===== config.mk =====
export PLATFORM = sky130hd
export DESIGN_NAME = dmem_access_unit
export DESIGN_NICKNAME = d
export VERILOG_FILES = /design/src/rtl/dmem_access_unit.sv
export SDC_FILE = /design/constraint.sdc
export NUM_CORES = 1
export LEC_CHECK = 0
export CAP_MARGIN = 0
export CORE_MARGIN = 4
export CORE_UTILIZATION = 43
export DETAILED_ROUTE_END_ITERATION = 8
export PLACE_DENSITY = 0.93
export SETUP_SLACK_MARGIN = 0.4
export SYNTH_ARGS = -nofsm -noshare
export SYNTH_HDL_FRONTEND = slang
export SYNTH_SLANG_ARGS = --single-unit
export TNS_END_PERCENT = 5

===== constraint.sdc =====
create_clock -name CLK -period 4.8 [get_ports CLK]
set_clock_uncertainty 0.15 [all_clocks]
set_input_delay 1.44 -clock CLK [delete_from_list [all_inputs] [get_ports CLK]]
set_output_delay 1.44 -clock CLK [all_outputs]
set_load 0.03 [all_outputs]

===== src/rtl/dmem_access_unit.sv =====
// ============================================================================
// dmem_access_unit
//
// Memory-side responder for the decoder's data-memory control outputs.
// Takes one load/store request per VALID/READY handshake, drives a single-port
// word-addressed data memory, and returns a one-cycle response strobe.
// Store data and byte enables are shifted into their byte lanes. Load data is
// extracted from its lanes and then sign- or zero-extended. Misaligned and
// illegal requests get an error response and never reach the memory.
//
// Optional feature macro: DMEM_TIMEOUT_EN
//   defined   -> ACCESS gives up after TIMEOUT cycles without MEM_ACK and
//                responds with RESP_ERR=1, RESP_RDATA=0.
//   undefined -> ACCESS waits for MEM_ACK indefinitely.
//
// Ports:
//   CLK, RSTn      rising-edge clock, synchronous active-low reset
//   REQ_*          request handshake and fields (address and data unshifted)
//   RESP_*         one-cycle response strobe, load data, error flag
//   MEM_*          memory select/write enable (active-low), lane-shifted
//                  byte enables, word address, write data, read data, ack
// All outputs are registered.
// ============================================================================
module dmem_access_unit #(
    parameter int ADDR_W  = 12,
    parameter int TIMEOUT = 15
) (
    input  logic              CLK,
    input  logic              RSTn,
    input  logic              REQ_VALID,
    output logic              REQ_READY,
    input  logic              REQ_WEN,
    input  logic [3:0]        REQ_BE,
    input  logic [2:0]        REQ_LFUNCT,
    input  logic [31:0]       REQ_ADDR,
    input  logic [31:0]       REQ_WDATA,
    output logic              RESP_VALID,
    output logic [31:0]       RESP_RDATA,
    output logic              RESP_ERR,
    output logic              MEM_CSN,
    output logic              MEM_WEN,
    output logic [3:0]        MEM_BE,
    output logic [ADDR_W-1:0] MEM_ADDR,
    output logic [31:0]       MEM_WDATA,
    input  logic [31:0]       MEM_RDATA,
    input  logic              MEM_ACK
);

    typedef enum logic [1:0] {
        ST_IDLE   = 2'd0,
        ST_ACCESS = 2'd1,
        ST_RESP   = 2'd2
    } state_t;

    // Returns 1 for an illegal pattern/funct3 or a misaligned access.
    function automatic logic req_error(input logic       wen,
                                       input logic [3:0] be,
                                       input logic [2:0] lf,
                                       input logic [1:0] off);
        logic [1:0] size;
        logic       illegal;
        logic       misaligned;
        size    = 2'd0;
        illegal = 1'b0;
        if (wen == 1'b0) begin
            case (be)
                4'b0001: size = 2'd0;
                4'b0011: size = 2'd1;
                4'b1111: size = 2'd2;
                default: illegal = 1'b1;
            endcase
        end else begin
            case (lf)
                3'b000, 3'b100: size = 2'd0;
                3'b001, 3'b101: size = 2'd1;
                3'b010:         size = 2'd2;
                default:        illegal = 1'b1;
            endcase
        end
        case (size)
            2'd1:    misaligned = off[0];
            2'd2:    misaligned = (off != 2'b00);
            default: misaligned = 1'b0;
        endcase
        return illegal | misaligned;
    endfunction

    // Brings the addressed lanes down to bit 0 and extends per funct3.
    function automatic logic [31:0] load_extract(input logic [31:0] word,
                                                 input logic [1:0]  off,
                                                 input logic [2:0]  lf);
        logic [31:0] s;
        logic [31:0] r;
        s = word >> {off, 3'b000};
        case (lf)
            3'b000:  r = {{24{s[7]}}, s[7:0]};
            3'b001:  r = {{16{s[15]}}, s[15:0]};
            3'b010:  r = s;
            3'b100:  r = {24'h000000, s[7:0]};
            3'b101:  r = {16'h0000, s[15:0]};
            default: r = 32'h0000_0000;
        endcase
        return r;
    endfunction

    state_t            state_q, state_d;
    logic              ready_q, ready_d;
    logic              resp_valid_q, resp_valid_d;
    logic [31:0]       resp_rdata_q, resp_rdata_d;
    logic              resp_err_q, resp_err_d;
    logic              mem_csn_q, mem_csn_d;
    logic              mem_wen_q, mem_wen_d;
    logic [3:0]        mem_be_q, mem_be_d;
    logic [ADDR_W-1:0] mem_addr_q, mem_addr_d;
    logic [31:0]       mem_wdata_q, mem_wdata_d;
    logic              is_load_q, is_load_d;
    logic [2:0]        lfunct_q, lfunct_d;
    logic [1:0]        off_q, off_d;
    logic              accept_s;

`ifdef DMEM_TIMEOUT_EN
    localparam int CNT_W = $clog2(TIMEOUT + 1);
    logic [CNT_W-1:0]  cnt_q, cnt_d;
`else
    localparam int unused_timeout = TIMEOUT;
`endif

    // Upper byte-address bits are deliberately dropped so addresses wrap.
    logic unused_addr_s;
    assign unused_addr_s = ^REQ_ADDR[31:ADDR_W+2];

    assign accept_s = (state_q == ST_IDLE) && ready_q && REQ_VALID;

    // Next-state and next-output logic for the IDLE/ACCESS/RESP sequencer.
    always_comb begin
        state_d      = state_q;
        ready_d      = ready_q;
        resp_valid_d = 1'b0;
        resp_rdata_d = resp_rdata_q;
        resp_err_d   = resp_err_q;
        mem_csn_d    = mem_csn_q;
        mem_wen_d    = mem_wen_q;
        mem_be_d     = mem_be_q;
        mem_addr_d   = mem_addr_q;
        mem_wdata_d  = mem_wdata_q;
        is_load_d    = is_load_q;
        lfunct_d     = lfunct_q;
        off_d        = off_q;
`ifdef DMEM_TIMEOUT_EN
        cnt_d        = cnt_q;
`endif
        case (state_q)
            ST_IDLE: begin
                ready_d = 1'b1;
                if (accept_s) begin
                    ready_d   = 1'b0;
                    is_load_d = REQ_WEN;
                    lfunct_d  = REQ_LFUNCT;
                    off_d     = REQ_ADDR[1:0];
                    if (req_error(REQ_WEN, REQ_BE, REQ_LFUNCT, REQ_ADDR[1:0])) begin
                        // Rejected without touching memory.
                        state_d      = ST_RESP;
                        resp_valid_d = 1'b1;
                        resp_err_d   = 1'b1;
                        resp_rdata_d = 32'h0000_0000;
                    end else begin
                        state_d    = ST_ACCESS;
                        mem_csn_d  = 1'b0;
                        mem_wen_d  = REQ_WEN;
                        mem_addr_d = REQ_ADDR[ADDR_W+1:2];
`ifdef DMEM_TIMEOUT_EN
                        cnt_d      = '0;
`endif
                        if (REQ_WEN == 1'b0) begin
                            mem_be_d    = REQ_BE << REQ_ADDR[1:0];
                            mem_wdata_d = REQ_WDATA << {REQ_ADDR[1:0], 3'b000};
                        end else begin
                            mem_be_d    = 4'b1111;
                            mem_wdata_d = 32'h0000_0000;
                        end
                    end
                end else begin
                    state_d = ST_IDLE;
                end
            end
            ST_ACCESS: begin
                ready_d = 1'b0;
                if (MEM_ACK) begin
                    state_d      = ST_RESP;
                    mem_csn_d    = 1'b1;
                    mem_wen_d    = 1'b1;
                    resp_valid_d = 1'b1;
                    resp_err_d   = 1'b0;
                    if (is_load_q) begin
                        resp_rdata_d = load_extract(MEM_RDATA, off_q, lfunct_q);
                    end else begin
                        resp_rdata_d = 32'h0000_0000;
                    end
                end else begin
`ifdef DMEM_TIMEOUT_EN
                    // cnt_q counts completed ACCESS cycles without an ack.
                    if (cnt_q == CNT_W'(TIMEOUT - 1)) begin
                        state_d      = ST_RESP;
                        mem_csn_d    = 1'b1;
                        mem_wen_d    = 1'b1;
                        resp_valid_d = 1'b1;
                        resp_err_d   = 1'b1;
                        resp_rdata_d = 32'h0000_0000;
                    end else begin
                        cnt_d = cnt_q + CNT_W'(1);
                    end
`else
                    state_d = ST_ACCESS;
`endif
                end
            end
            ST_RESP: begin
                state_d = ST_IDLE;
                ready_d = 1'b1;
            end
            default: begin
                state_d   = ST_IDLE;
                ready_d   = 1'b0;
                mem_csn_d = 1'b1;
                mem_wen_d = 1'b1;
            end
        endcase
    end

    // State and output registers with synchronous active-low reset.
    always_ff @(posedge CLK) begin
        if (!RSTn) begin
            state_q      <= ST_IDLE;
            ready_q      <= 1'b0;
            resp_valid_q <= 1'b0;
            resp_rdata_q <= 32'h0000_0000;
            resp_err_q   <= 1'b0;
            mem_csn_q    <= 1'b1;
            mem_wen_q    <= 1'b1;
            mem_be_q     <= 4'b0000;
            mem_addr_q   <= '0;
            mem_wdata_q  <= 32'h0000_0000;
            is_load_q    <= 1'b0;
            lfunct_q     <= 3'b000;
            off_q        <= 2'b00;
`ifdef DMEM_TIMEOUT_EN
            cnt_q        <= '0;
`endif
        end else begin
            state_q      <= state_d;
            ready_q      <= ready_d;
            resp_valid_q <= resp_valid_d;
            resp_rdata_q <= resp_rdata_d;
            resp_err_q   <= resp_err_d;
            mem_csn_q    <= mem_csn_d;
            mem_wen_q    <= mem_wen_d;
            mem_be_q     <= mem_be_d;
            mem_addr_q   <= mem_addr_d;
            mem_wdata_q  <= mem_wdata_d;
            is_load_q    <= is_load_d;
            lfunct_q     <= lfunct_d;
            off_q        <= off_d;
`ifdef DMEM_TIMEOUT_EN
            cnt_q        <= cnt_d;
`endif
        end
    end

    assign REQ_READY  = ready_q;
    assign RESP_VALID = resp_valid_q;
    assign RESP_RDATA = resp_rdata_q;
    assign RESP_ERR   = resp_err_q;
    assign MEM_CSN    = mem_csn_q;
    assign MEM_WEN    = mem_wen_q;
    assign MEM_BE     = mem_be_q;
    assign MEM_ADDR   = mem_addr_q;
    assign MEM_WDATA  = mem_wdata_q;

endmodule


After elaboration in Yosys (flattened, before gate mapping)
Index checks and enable logic that the tools add are counted.
- latch bits: 0
- memories kept: 0
- bits in read-only memories: 0
- input bits: 108
- register bits: 93
- output and inout bits: 85
- RAM bits: 0
- multipliers: 0
- mux-type cells: 42
- reductions and logical operators: 14
- eq/ne operators: 19
- divide/modulo/power cells: 0
- add/subtract/negate cells: 0
- bitwise gates (word level): 3
- shifts and indexed selects: 3
- magnitude comparators: 0
- operators with widths (operator ; number):
    32-bit 2-to-1 mux ; 5
    32-bit case mux with 5 select lines ; 1
    32-bit case mux with 2 select lines ; 1
    32-bit by 5-bit << shifter with 32-bit output ; 1
    32-bit by 5-bit right shift with 32-bit output ; 1
    1-bit 2-to-1 mux ; 19
    3-bit equality test, second input constant ; 4
    2-bit 2-to-1 mux ; 6
    2-bit case mux with 2 select lines ; 3
    1-bit case mux with 2 select lines ; 4
    4-bit AND reduction ; 2
    3-bit by 1-bit equality test with 1-bit output, second input constant ; 2
    3-bit by 2-bit equality test with 1-bit output, second input constant ; 2
    3-bit logical NOT ; 2
    2-bit inequality test, second input constant ; 3
    1-bit case mux with 3 select lines ; 2
    5-bit OR reduction ; 1
    2-bit by 1-bit equality test with 1-bit output, second input constant ; 2
    2-bit equality test, second input constant ; 2
    4-bit by 1-bit equality test with 1-bit output, second input constant ; 1
    4-bit by 2-bit equality test with 1-bit output, second input constant ; 1
    4-bit equality test, second input constant ; 1
    4-bit 2-to-1 mux ; 1
    2-bit nonzero test ; 2
    other kinds (10) ; 12

Longest topological paths before layout
Gate-level depths: netlist (run 1).
- depth in word-level cells: 14
- gate-level depth with buffers: 12

Worst setup path after synthesis (run 1)
No wires, ideal clock.
- path kind: input to register
- start: input REQ_WEN
- end: register mem_be_q[0], in the netlist MEM_BE[0]
- path buffers: 3
- slack: 0.930 ns
- stages on the path: 12
- library setup time: 0.120 ns
- data arrival time: 3.601 ns
- cells stage by stage: clkbuf_1 -> nand2_1 -> o32ai_1 -> inv_1 -> ha_1 -> o21ai_0 -> a21oi_1 -> or4_1 -> clkbuf_1 -> buf_2 -> nor3_1 -> nor3b_1
- word-level cells in the longest chain between the ends: 10
- RTL lines (what ; RTL line ; text):
    start, declared ; 32 ; input logic REQ_WEN,
    2-bit 2-to-1 mux ; 65 ; if (wen == 1'b0) begin
    2-bit 2-to-1 mux ; 155 ; if (accept_s) begin
    2-bit 2-to-1 mux ; 152 ; case (state_q)
    2-bit equality test / 2-bit by 1-bit equality test with 1-bit output (equally long branches) ; 80 ; case (size)
    1-bit case mux with 2 select lines ; 80 ;
    1-bit 2-to-1 mux ; 155 ;
    1-bit 2-to-1 mux ; 152 ;
    1-bit OR ; 85 ; return illegal | misaligned;
    1-bit NOT (no source line) ; - ;
    3-bit AND reduction (no source line) ; - ;
    end signal, assigned ; 257 ; mem_be_q <= mem_be_d;
    end, declared ; 113 ; logic [3:0] mem_be_q, mem_be_d;
Parallel ways exist; a longest one is shown, timed or not. The select of a mux whose other input is x is not followed.
A chain may end at the register's enable or synchronous reset.

Worst setup path in the final report (run 1)
- start: input REQ_BE[2]
- end: register mem_be_q[2], in the netlist MEM_BE[2]
- word-level cells in the longest chain between the ends: 12
- RTL lines (what ; RTL line ; text):
    start, declared ; 33 ; input logic [3:0] REQ_BE,
    4-bit equality test / 4-bit by 2-bit equality test with 1-bit output (equally long branches) ; 66 ; case (be)
    2-bit case mux with 2 select lines ; 66 ;
    2-bit 2-to-1 mux ; 65 ;
    2-bit 2-to-1 mux ; 155 ;
    2-bit 2-to-1 mux ; 152 ;
    2-bit equality test / 2-bit by 1-bit equality test with 1-bit output (equally long branches) ; 80 ;
    1-bit case mux with 2 select lines ; 80 ;
    1-bit 2-to-1 mux ; 155 ;
    1-bit 2-to-1 mux ; 152 ;
    1-bit OR ; 85 ;
    1-bit NOT (no source line) ; - ;
    3-bit AND reduction (no source line) ; - ;
Parallel ways exist; a longest one is shown, timed or not. The select of a mux whose other input is x is not followed.

==> results of run 1 <==
==> cell type report <==
type,count,area [um2]
fillers,811,3735
multi-input cells,409,2506
repair buffers,185,1847
flip-flops and latches,92,1842
well taps,136,170.2
clock buffers,9,123.9
clock inverters,7,75.07
inverters,6,22.52
diodes,1,2.502
==> sequential cells by signal, indices dropped and copies added (netlist names) <==
register / cells
lfunct_q: 3
RESP_RDATA: 32
MEM_CSN: 1
MEM_WEN: 1
MEM_BE: 4
RESP_VALID: 1
REQ_READY: 1
MEM_ADDR: 12
MEM_WDATA: 32
off_q: 2
state_q: 1
is_load_q: 1
RESP_ERR: 1
==> through the flow <==
stage / area [um2] / utilization (%)
finish: 6589 / 63.82
global route: 6589 / 63.82
CTS: 6584 / 63.77
detailed placement: 6385 / 61.85
global placement: 6385 / 61.85
floorplan: 4541 / -
==> routing by layer <==
| metal | share of wire [%] | track usage, % |
|---|---|---|
| met1 | 40 | 26.33 |
| met2 | 48 | 38.39 |
| met3 | 9.3 | 7.915 |
| met4 | 2.8 | 8.785 |
| met5 | 0 | 0 |
==> tightest hold or removal path, delay by kind of cell (launching register included) <==
family | cells | cell delay [ns]
simple gates | 2 | 0.11
flops | 1 | 0.32
==> cell families after synthesis <==
family | after synthesis
AND/OR/NAND/NOR | 241
AO/OA/AOI/OAI | 115
flip-flops | 92
buffers and inverters | 52
multiplexers | 51
adder cells (fa/ha/maj) | 2
==> worst min path at each step <==
stage,to,slack [ns],depth (start not counted)
after global placement,MEM_WDATA[21]$_SDFFE_PN0P_,0.29,2
after CTS,MEM_WDATA[0]$_SDFFE_PN0P_,0.31,2
after global routing,MEM_WDATA[3]$_SDFFE_PN0P_,0.33,2
final,MEM_WDATA[0]$_SDFFE_PN0P_,0.31,2
after detailed placement,MEM_WDATA[0]$_SDFFE_PN0P_,0.30,2
after floorplan,is_load_q$_SDFFE_PN0P_,0.29,2
==> power groups by stage <==
stage	logic [mW]	clock network, mW	registers, mW
final	0.304	0.531	0.790
after CTS	0.302	0.540	0.790
after floorplan	0.134	0	0.829
after global placement	0.293	0	0.807
after global routing	0.326	0.578	0.793
after detailed placement	0.300	0	0.808
==> cell usage after synthesis (6+ instances only) <==
master       n  share of area [%]
o31ai_2      8                2.2
o21ai_0     34                3.7
nor3_1       6               0.66
mux2i_1     33                7.3
mux2_2      18                4.5
buf_2        7               0.77
o211ai_1     7                1.2
a21boi_1    28                4.6
nand2_1    118                9.8
dfxtp_1     92                 41
buf_1        8               0.66
nand3_1     81                8.9
o2111ai_1   10                1.9
a21boi_0     7                1.2
a21oi_1     13                1.4
clkbuf_1    30                2.5
nor2_1      12               0.99
==> what timing repair did <==
item	in CTS	in global routing
gates resized for setup	0	1
hold buffers	0	0
setup endpoints to repair	0	4
==> metrics.yaml, run 1 <==
die:
  num_io_pins: 193
  die_area_mm2: 0.01227
  core.rowCount: 37
  core-area_mm2: 0.01032
  die_h_um: 110.8
  dieWidth_um: 110.8
  start_util_pct: 43.98
cells_and_area:
  layout_commonest_cell: "clkdlybuf4s50_1"
  syn_to_final_growth_pct: 45.11
  nNetsFinal: 813
  final_cell_mix: "clkdlybuf4s50_1, nand2_1, dfxtp_1"
  finalNonFillerCells: 845
  layout-drive-gt1-share_pct: 8.475
routing:
  avgRoutedWirePerCell_um: 17.03
  ant_nets: 0
  vias: 4707
  wirelength_um: 14390
  vias_per_cell: 5.570
  drc: 0
  drtPass1Iterations: 5
  first_iter_violations: 302
sta:
  period_minus_slack_ns: 4.243
  timing.fmax_mhz: 235.7
  tightestPinTransition_ns: 0.8526
  rsz0062_at_grt: "false"
  tns_ns: 0
  fin_crit_sh_pct: 88.40
  drv_slew: 0
  setup_ws_ns: 0.5570
  hold_slack_ns: 0.3072
  finalSetupViolCount: 0
  maxSlewHeadroom_pct: 43.16
  hold_viol: 0
synth:
  synth_seq_area_share_pct: 40.56
  synth_compound_area_share_pct: 18.35
  ys_ff_latch: 92
  synth_xor_area_share_pct: 0
  postSynthCellCount: 553
  synth.net_count: 663
  synthSimpleGateAreaFrac_pct: 24.14
  avgSynthCellArea_um2: 8.211
  synth_mux_area_share_pct: 11.74
  synthArstFlopShare_pct: 0
  yosys_most_used_dff: "dfxtp_1"
  synth_adder_area_share_pct: 0.5511
  synth_cell_types: 40
  synth_area_mm2: 0.004541
  synth_top_family_by_area: "simple AND/OR/NAND/NOR gates"
  synth_edf_count: 0
  yosys_warnings: 0
global_routing:
  grt_usage_pct: 22.70
  grt_max_degree: 93
  grt_pass1_wl_um: 23400
  grt_pass1_vias: 4747
  antenna_found_initial: 1
  grt-ovfl-total: 0
power:
  power_frac_seq_pct: 48.6
  max-vdd-ir-drop_mv: 0.1626
  power_mw: 1.625
  power.density_mw_per_mm2: 246.6
  clkPwrFrac_pct: 32.7
  p_leak_nw: 2.400
  p_sw_share_pct: 28.13
  internal-power_mw: 1.168
  p_sw_uw: 457.1
  comb_power_share_pct: 18.7
placement:
  place_hpwl_um: 10660
  gp_congestion: 0.9261
  dpl_worst_slack_ns: 0.1586
  dp_cells: 828
  io_buffers: 174
setup_path:
  reg2reg_depth: 5
  crit_family: "simple AND/OR/NAND/NOR gates"
  endpoint_kind: "flip-flop"
  reg2reg_setup_slack_ns: 2.09
  cp_slowest_stage_delay_ns: 0.72
  crit_fanout: 60
  startpoint_type: "input port"
  crit_end: "MEM_BE[2]$_SDFFE_PN0P_"
  cp.depth: 10
  r2r-end: "RESP_RDATA[26]$_SDFFE_PN0P_"
  crit_chain: "clkdlybuf4s50_1 > or2_1 > o32a_1 > ha_1 > o21ai_0 > a21oi_1 > or4_2 > buf_12 > nor3_1 > nor3b_1"
  crit_buf_inv: 2
  worstSetupPathType: "input port to flip-flop"
  critPathRequiredTime_ns: 4.89
  r2r-start: "state_q[0]$_SDFF_PN0_"
  cp.arrival_ns: 4.33
  worstSetupStartpoint: "REQ_BE[2]"
  critPathSlowestCell: "or4_2"
clocking:
  cts_tree: "yes"
  clkLatencyLatePin_ns: 0.35
  clockRootBuffer: "clkbuf_8"
  clkTransAtPathRegs_ns: 0.09
  h-tree-depth: 3
  cts_setup_buffers: 0
  cts_max_path_buffers: 2
  cts_sinks: 92
  numCtsBuffers: 9
worst_hold_path:
  hp-start: "MEM_WDATA[0]$_SDFFE_PN0P_"
  hold_path_class: "flip-flop to flip-flop"
run:
  drv_cap: 0
outcome:
  run_status: "finished, final reports clean"
No activity file was read; power rests on OpenSTA's default activity.
==> inputs of run 2 (changes only) <==
Settings changed: ABC_AREA from default to 1, CORE_UTILIZATION 43 to 45, HOLD_SLACK_MARGIN from default to 0.05, PLACE_DENSITY 0.93 to 0.94.
==> metrics.yaml, run 2 <==
synth:
  synthSimpleGateAreaFrac_pct: 37.62
  synth_xor_area_share_pct: 0
  synth_compound_area_share_pct: 12.73
  yosysTopAreaCellShare_pct: 36.74
  synth_cell_types: 25
  avgSynthCellArea_um2: 6.068
  synth_top_family_by_area: "simple AND/OR/NAND/NOR gates"
  synth.net_count: 936
  postSynthCellCount: 826
  synth.most_common_cell: "nand2_1"
  synth.area.top_cells: "dfxtp_1, nand2_1, nor2_1"
  synthArstFlopShare_pct: 0
  yosys_warnings: 0
  synth_seq_area_share_pct: 36.74
  yosys_most_used_dff: "dfxtp_1"
  synth_adder_area_share_pct: 0.4993
  synth_area_mm2: 0.005012
  synthTopCellsByCount: "nand2_1, nor2_1, dfxtp_1"
  synth_mux_area_share_pct: 1.598
  ys_ff_latch: 92
  synth_edf_count: 0
  yosys.area.top_type: "dfxtp_1"
setup_path:
  r2r-end: "RESP_RDATA[21]$_SDFFE_PN0P_"
  endpoint_kind: "flip-flop"
  worstSetupPathType: "input port to flip-flop"
  cp.arrival_ns: 3.79
  reg2reg_setup_slack_ns: 2.05
  reg2reg_depth: 8
  startpoint_type: "input port"
  crit_fanout: 28
  r2r-start: "off_q[1]$_SDFFE_PN0P_"
  critPathRequiredTime_ns: 4.94
global_routing:
  grt_max_degree: 49
  grt_usage_pct: 24.17
  grt_pass1_vias: 5466
  grt-ovfl-total: 0
  grt_pass1_wl_um: 25350
  antenna_found_initial: 0
cells_and_area:
  final_util_pct: 63.58
  finalNonFillerCells: 1112
  diodes: 0
  layout-drive-gt1-share_pct: 3.395
  syn_to_final_growth_pct: 38.12
  nNetsFinal: 1077
  final_cell_mix: "nand2_1, clkdlybuf4s50_1, nor2_1"
  final_area_mm2: 0.006923
  layout_commonest_cell: "nand2_1"
routing:
  vias_per_cell: 5.201
  wirelength_um: 15940
  ant_nets: 0
  avgRoutedWirePerCell_um: 14.33
  drc: 0
  first_iter_violations: 470
  vias: 5784
  drtPass1Iterations: 5
sta:
  fin_crit_sh_pct: 76.02
  tightestPinTransition_ns: 0.8619
  hold_viol: 0
  rsz0062_at_grt: "false"
  period_minus_slack_ns: 3.649
  tns_ns: 0
  maxSlewHeadroom_pct: 42.38
  timing.fmax_mhz: 274.0
  finalSetupViolCount: 0
  drv_slew: 0
placement:
  place_hpwl_um: 11460
  gp_congestion: 0.8071
  place_area_mm2: 0.006738
  dp_cells: 1096
  io_buffers: 174
clocking:
  clkLatencyLatePin_ns: 0.37
  numCtsBuffers: 9
  cts_setup_buffers: 0
  clockRootBuffer: "clkbuf_8"
  h-tree-depth: 3
  ctsResizeCount: 0
  hold_buffers: 0
  cts_max_path_buffers: 2
  clkTransAtPathRegs_ns: 0.10
  cts_sinks: 92
  cts_tree: "yes"
outcome:
  run_status: "finished, final reports clean"
die:
  core.rowCount: 38
  start_util_pct: 46.04
  dieWidth_um: 113.5
  num_io_pins: 193
  die_area_mm2: 0.01289
  core-area_mm2: 0.01089
  die_h_um: 113.5
worst_hold_path:
  hold_path_class: "flip-flop to flip-flop"
  min_path_cells: 2
  hp-start: "is_load_q$_SDFFE_PN0P_"
  worst_hold_path.endpoint: "is_load_q$_SDFFE_PN0P_"
power:
  max-vdd-ir-drop_mv: 0.1640
  p_leak_nw: 3.047
  power.density_mw_per_mm2: 266.2
run:
  drv_cap: 0
## run 2: changes by cell type after synthesis, sizes merged, moves of 22 or more
cell / previous run / this run
a21boi: 35 / 0
a21oi: 13 / 63
inv: 5 / 74
mux2i: 33 / 8
nand2: 118 / 285
nand3: 81 / 59
nor2: 12 / 123
## run 2: kinds of logic (layout without fill, tap and decap cells)
kind of cell | Yosys count | count (layout)
AO/OA/AOI/OAI | 123 | 123
adder cells (fa/ha/maj) | 2 | 2
buffers and inverters | 126 | 272
flip-flops | 92 | 92
multiplexers | 8 | 8
AND/OR/NAND/NOR | 475 | 475
## run 2: layer usage
| layer | share of wire [%] | routed length (um) | vias to the layer above | GRT usage, % |
|---|---|---|---|---|
| met5 | 0 | 0 | - | 0 |
| met4 | 3.4 | 541 | 0 | 10.98 |
| met3 | 12 | 1869 | 44 | 8.064 |
| met2 | 48 | 7609 | 293 | 42.99 |
| met1 | 37 | 5914 | 2578 | 25.83 |
| li1 | - | - | 2869 | - |
## run 2: layout make-up
cell class,instances,area [um2]
Tap cell,140,175.2
Clock buffer,11,141.4
Clock inverter,5,43.79
Timing Repair Buffer,182,1814
Inverter,74,277.8
Multi-Input combinational cell,608,2629
Fill cell,981,3965
Sequential cell,92,1842
## run 2: critical path, cell delays in order
cell and delay, ns:
clkdlybuf4s50_1 0.45, inv_2 0.16, nor3_1 0.07, a31oi_1 0.20
inv_1 0.07, ha_1 0.20, nor2_1 0.08, nand3b_1 0.16
nand4_2 0.14, inv_2 0.31, buf_12 0.23, nand2_1 0.09
a21oi_1 0.16
## run 2: stage by stage
stage          hold WS, ns  setup slack, ns  power, mW
5_1_grt             0.3312           0.9569      1.926
2_1_floorplan       0.2741            1.719      1.146
4_1_cts             0.3128            1.162      1.845
3_3_place_gp        0.2891           0.9073      1.334
3_5_place_dp        0.2964           0.7818      1.344
6_report            0.3143            1.151      1.843
## run 2: worst max-delay path by stage
stage / startpoint / endpoint / slack [ns] / cells after the start
CTS: REQ_WEN / MEM_WDATA[5]$_SDFFE_PN0P_ / 1.16 / 13
detailed placement: REQ_WEN / MEM_WDATA[5]$_SDFFE_PN0P_ / 0.78 / 13
global route: REQ_WEN / MEM_WDATA[5]$_SDFFE_PN0P_ / 0.96 / 13
global placement: REQ_WEN / MEM_WDATA[15]$_SDFFE_PN0P_ / 0.91 / 14
finish: REQ_WEN / MEM_WDATA[5]$_SDFFE_PN0P_ / 1.15 / 13
floorplan: REQ_WEN / MEM_ADDR[0]$_SDFFE_PN0P_ / 1.72 / 12
## run 2: power breakdown
part	switching, mW	internal [mW]	leakage [nW]
Clock	0.302	0.209	0.0881
Combinational	0.298	0.208	2.21
Sequential	0.0241	0.802	0.748
==> inputs of run 3 (changes only) <==
Settings changed: CORE_UTILIZATION 45 to 40, PLACE_DENSITY 0.94 to 0.89.
Clock period 4.8 ns to 3.1 ns, I/O delays scaled along.
==> metrics.yaml, run 3 (synthesis gave the netlist of run 2 again) <==
sta:
  tns_ns: 0
  timing.fmax_mhz: 378.7
  fin_crit_sh_pct: 85.19
  finalSetupViolCount: 0
  hold_viol: 0
  setup_ws_ns: 0.4591
  rsz0062_at_grt: "true"
  drv_slew: 0
  maxSlewHeadroom_pct: 53.13
  period_minus_slack_ns: 2.641
  hold_slack_ns: 0.3122
  tightestPinTransition_ns: 0.7022
routing:
  drtPass1Iterations: 5
  vias_per_cell: 5.081
  first_iter_violations: 599
  vias: 5960
  avgRoutedWirePerCell_um: 14.37
  ant_nets: 0
  wirelength_um: 16850
  drc: 0
clocking:
  clkTransAtPathRegs_ns: 0.07
  numCtsBuffers: 9
  clkLatencyLatePin_ns: 0.36
  h-tree-depth: 3
  cts_sinks: 92
  hold_buffers: 0
  clockRootBuffer: "clkbuf_16"
  cts_tree: "yes"
  cts_max_path_buffers: 2
setup_path:
  crit_buf_inv: 7
  crit_chain: "dlygate4sd2_1 > inv_2 > nand3_2 > nand2_2 > nand2_2 > inv_2 > ha_2 > inv_1 > nand3b_1 > nand4_4 > clkinv_4 > buf_12 > bufbuf_16 > nand2_4 > a21oi_2"
  r2r-start: "state_q[0]$_SDFF_PN0_"
  worstSetupStartpoint: "REQ_LFUNCT[2]"
  worstSetupPathType: "input port to flip-flop"
  cp.arrival_ns: 2.73
  cp_slowest_stage_delay_ns: 0.27
  startpoint_type: "input port"
  crit_family: "buffers and inverters"
  crit_fanout: 7
  critPathRequiredTime_ns: 3.19
  endpoint_kind: "flip-flop"
  critPathSlowestCell: "bufbuf_16"
cells_and_area:
  final_util_pct: 61.73
  nNetsFinal: 1110
  syn_to_final_growth_pct: 49.78
  final_cell_mix: "nand2_1, clkdlybuf4s50_1, nor2_1"
  layout-drive-gt1-share_pct: 9.851
  layout_commonest_cell: "nand2_1"
  finalNonFillerCells: 1173
  final_area_mm2: 0.007507
  diodes: 0
global_routing:
  grt_pass1_wl_um: 26770
  grt_pass1_vias: 5605
  antenna_found_initial: 0
  grt_max_degree: 50
  grt-ovfl-total: 0
  grt_usage_pct: 23.12
die:
  die_area_mm2: 0.01439
  dieWidth_um: 119.9
  core.rowCount: 40
  num_io_pins: 193
  die_h_um: 119.9
  core-area_mm2: 0.01216
  start_util_pct: 41.21
power:
  power.density_mw_per_mm2: 436.3
  power_mw: 3.275
  max-vdd-ir-drop_mv: 0.2522
  p_leak_nw: 3.323
placement:
  dpl_worst_slack_ns: -0.1362
  io_buffers: 174
  place_hpwl_um: 11870
  place_area_mm2: 0.006948
  gp_congestion: 0.9308
  dp_cells: 1144
worst_hold_path:
  hp-start: "MEM_CSN$_SDFFE_PN1P_"
  hold_path_class: "flip-flop to flip-flop"
run:
  drv_cap: 0
outcome:
  run_status: "finished, final reports clean"
run 3: cell type report:
class	instances	area (um2)
sequential	92	1842
clock inverter	6	70.07
multi-input combinational	608	2733
inverter	74	282.8
clock buffer	10	229.0
tap	168	210.2
fill	1080	4654
timing repair buffer	215	2141
run 3: worst paths after layout:
path                                 to  slack [ns]  depth (start not counted)
min reg2reg        MEM_CSN$_SDFFE_PN1P_        0.31                          2
min                MEM_CSN$_SDFFE_PN1P_        0.31                          2
max          MEM_WDATA[22]$_SDFFE_PN0P_        0.46                         15
max reg2reg  RESP_RDATA[7]$_SDFFE_PN0P_        0.83                          8
run 3: power by group:
part,leakage (nW),internal [mW],switching [mW]
Sequential,0.748,1.24,0.0339
Combinational,2.43,0.368,0.493
Clock,0.147,0.633,0.505
run 3: repair_timing:
action                     CTS  global route
cloned                       2             0
pin swaps                    8             8
setup buffers                8             3
setup endpoints to repair   80            71
gates resized for setup     28            33
run 3: worst register-to-register path, stage by stage (launching register included):
cell     delay [ns]
dfxtp_1        0.36
inv_1          0.08
nor2_1         0.18
nand2_1        0.30
inv_1          0.63
nand3_1        0.24
nand2_1        0.12
nand2_1        0.05
nor2_1         0.09
run 3: metal layers:
| layer | GRT usage [%] | part of all wire (%) |
|---|---|---|
| met3 | 8.812 | 13 |
| met2 | 38.00 | 46 |
| met4 | 12.53 | 3.8 |
| met1 | 25.75 | 37 |
| met5 | 0 | 0 |
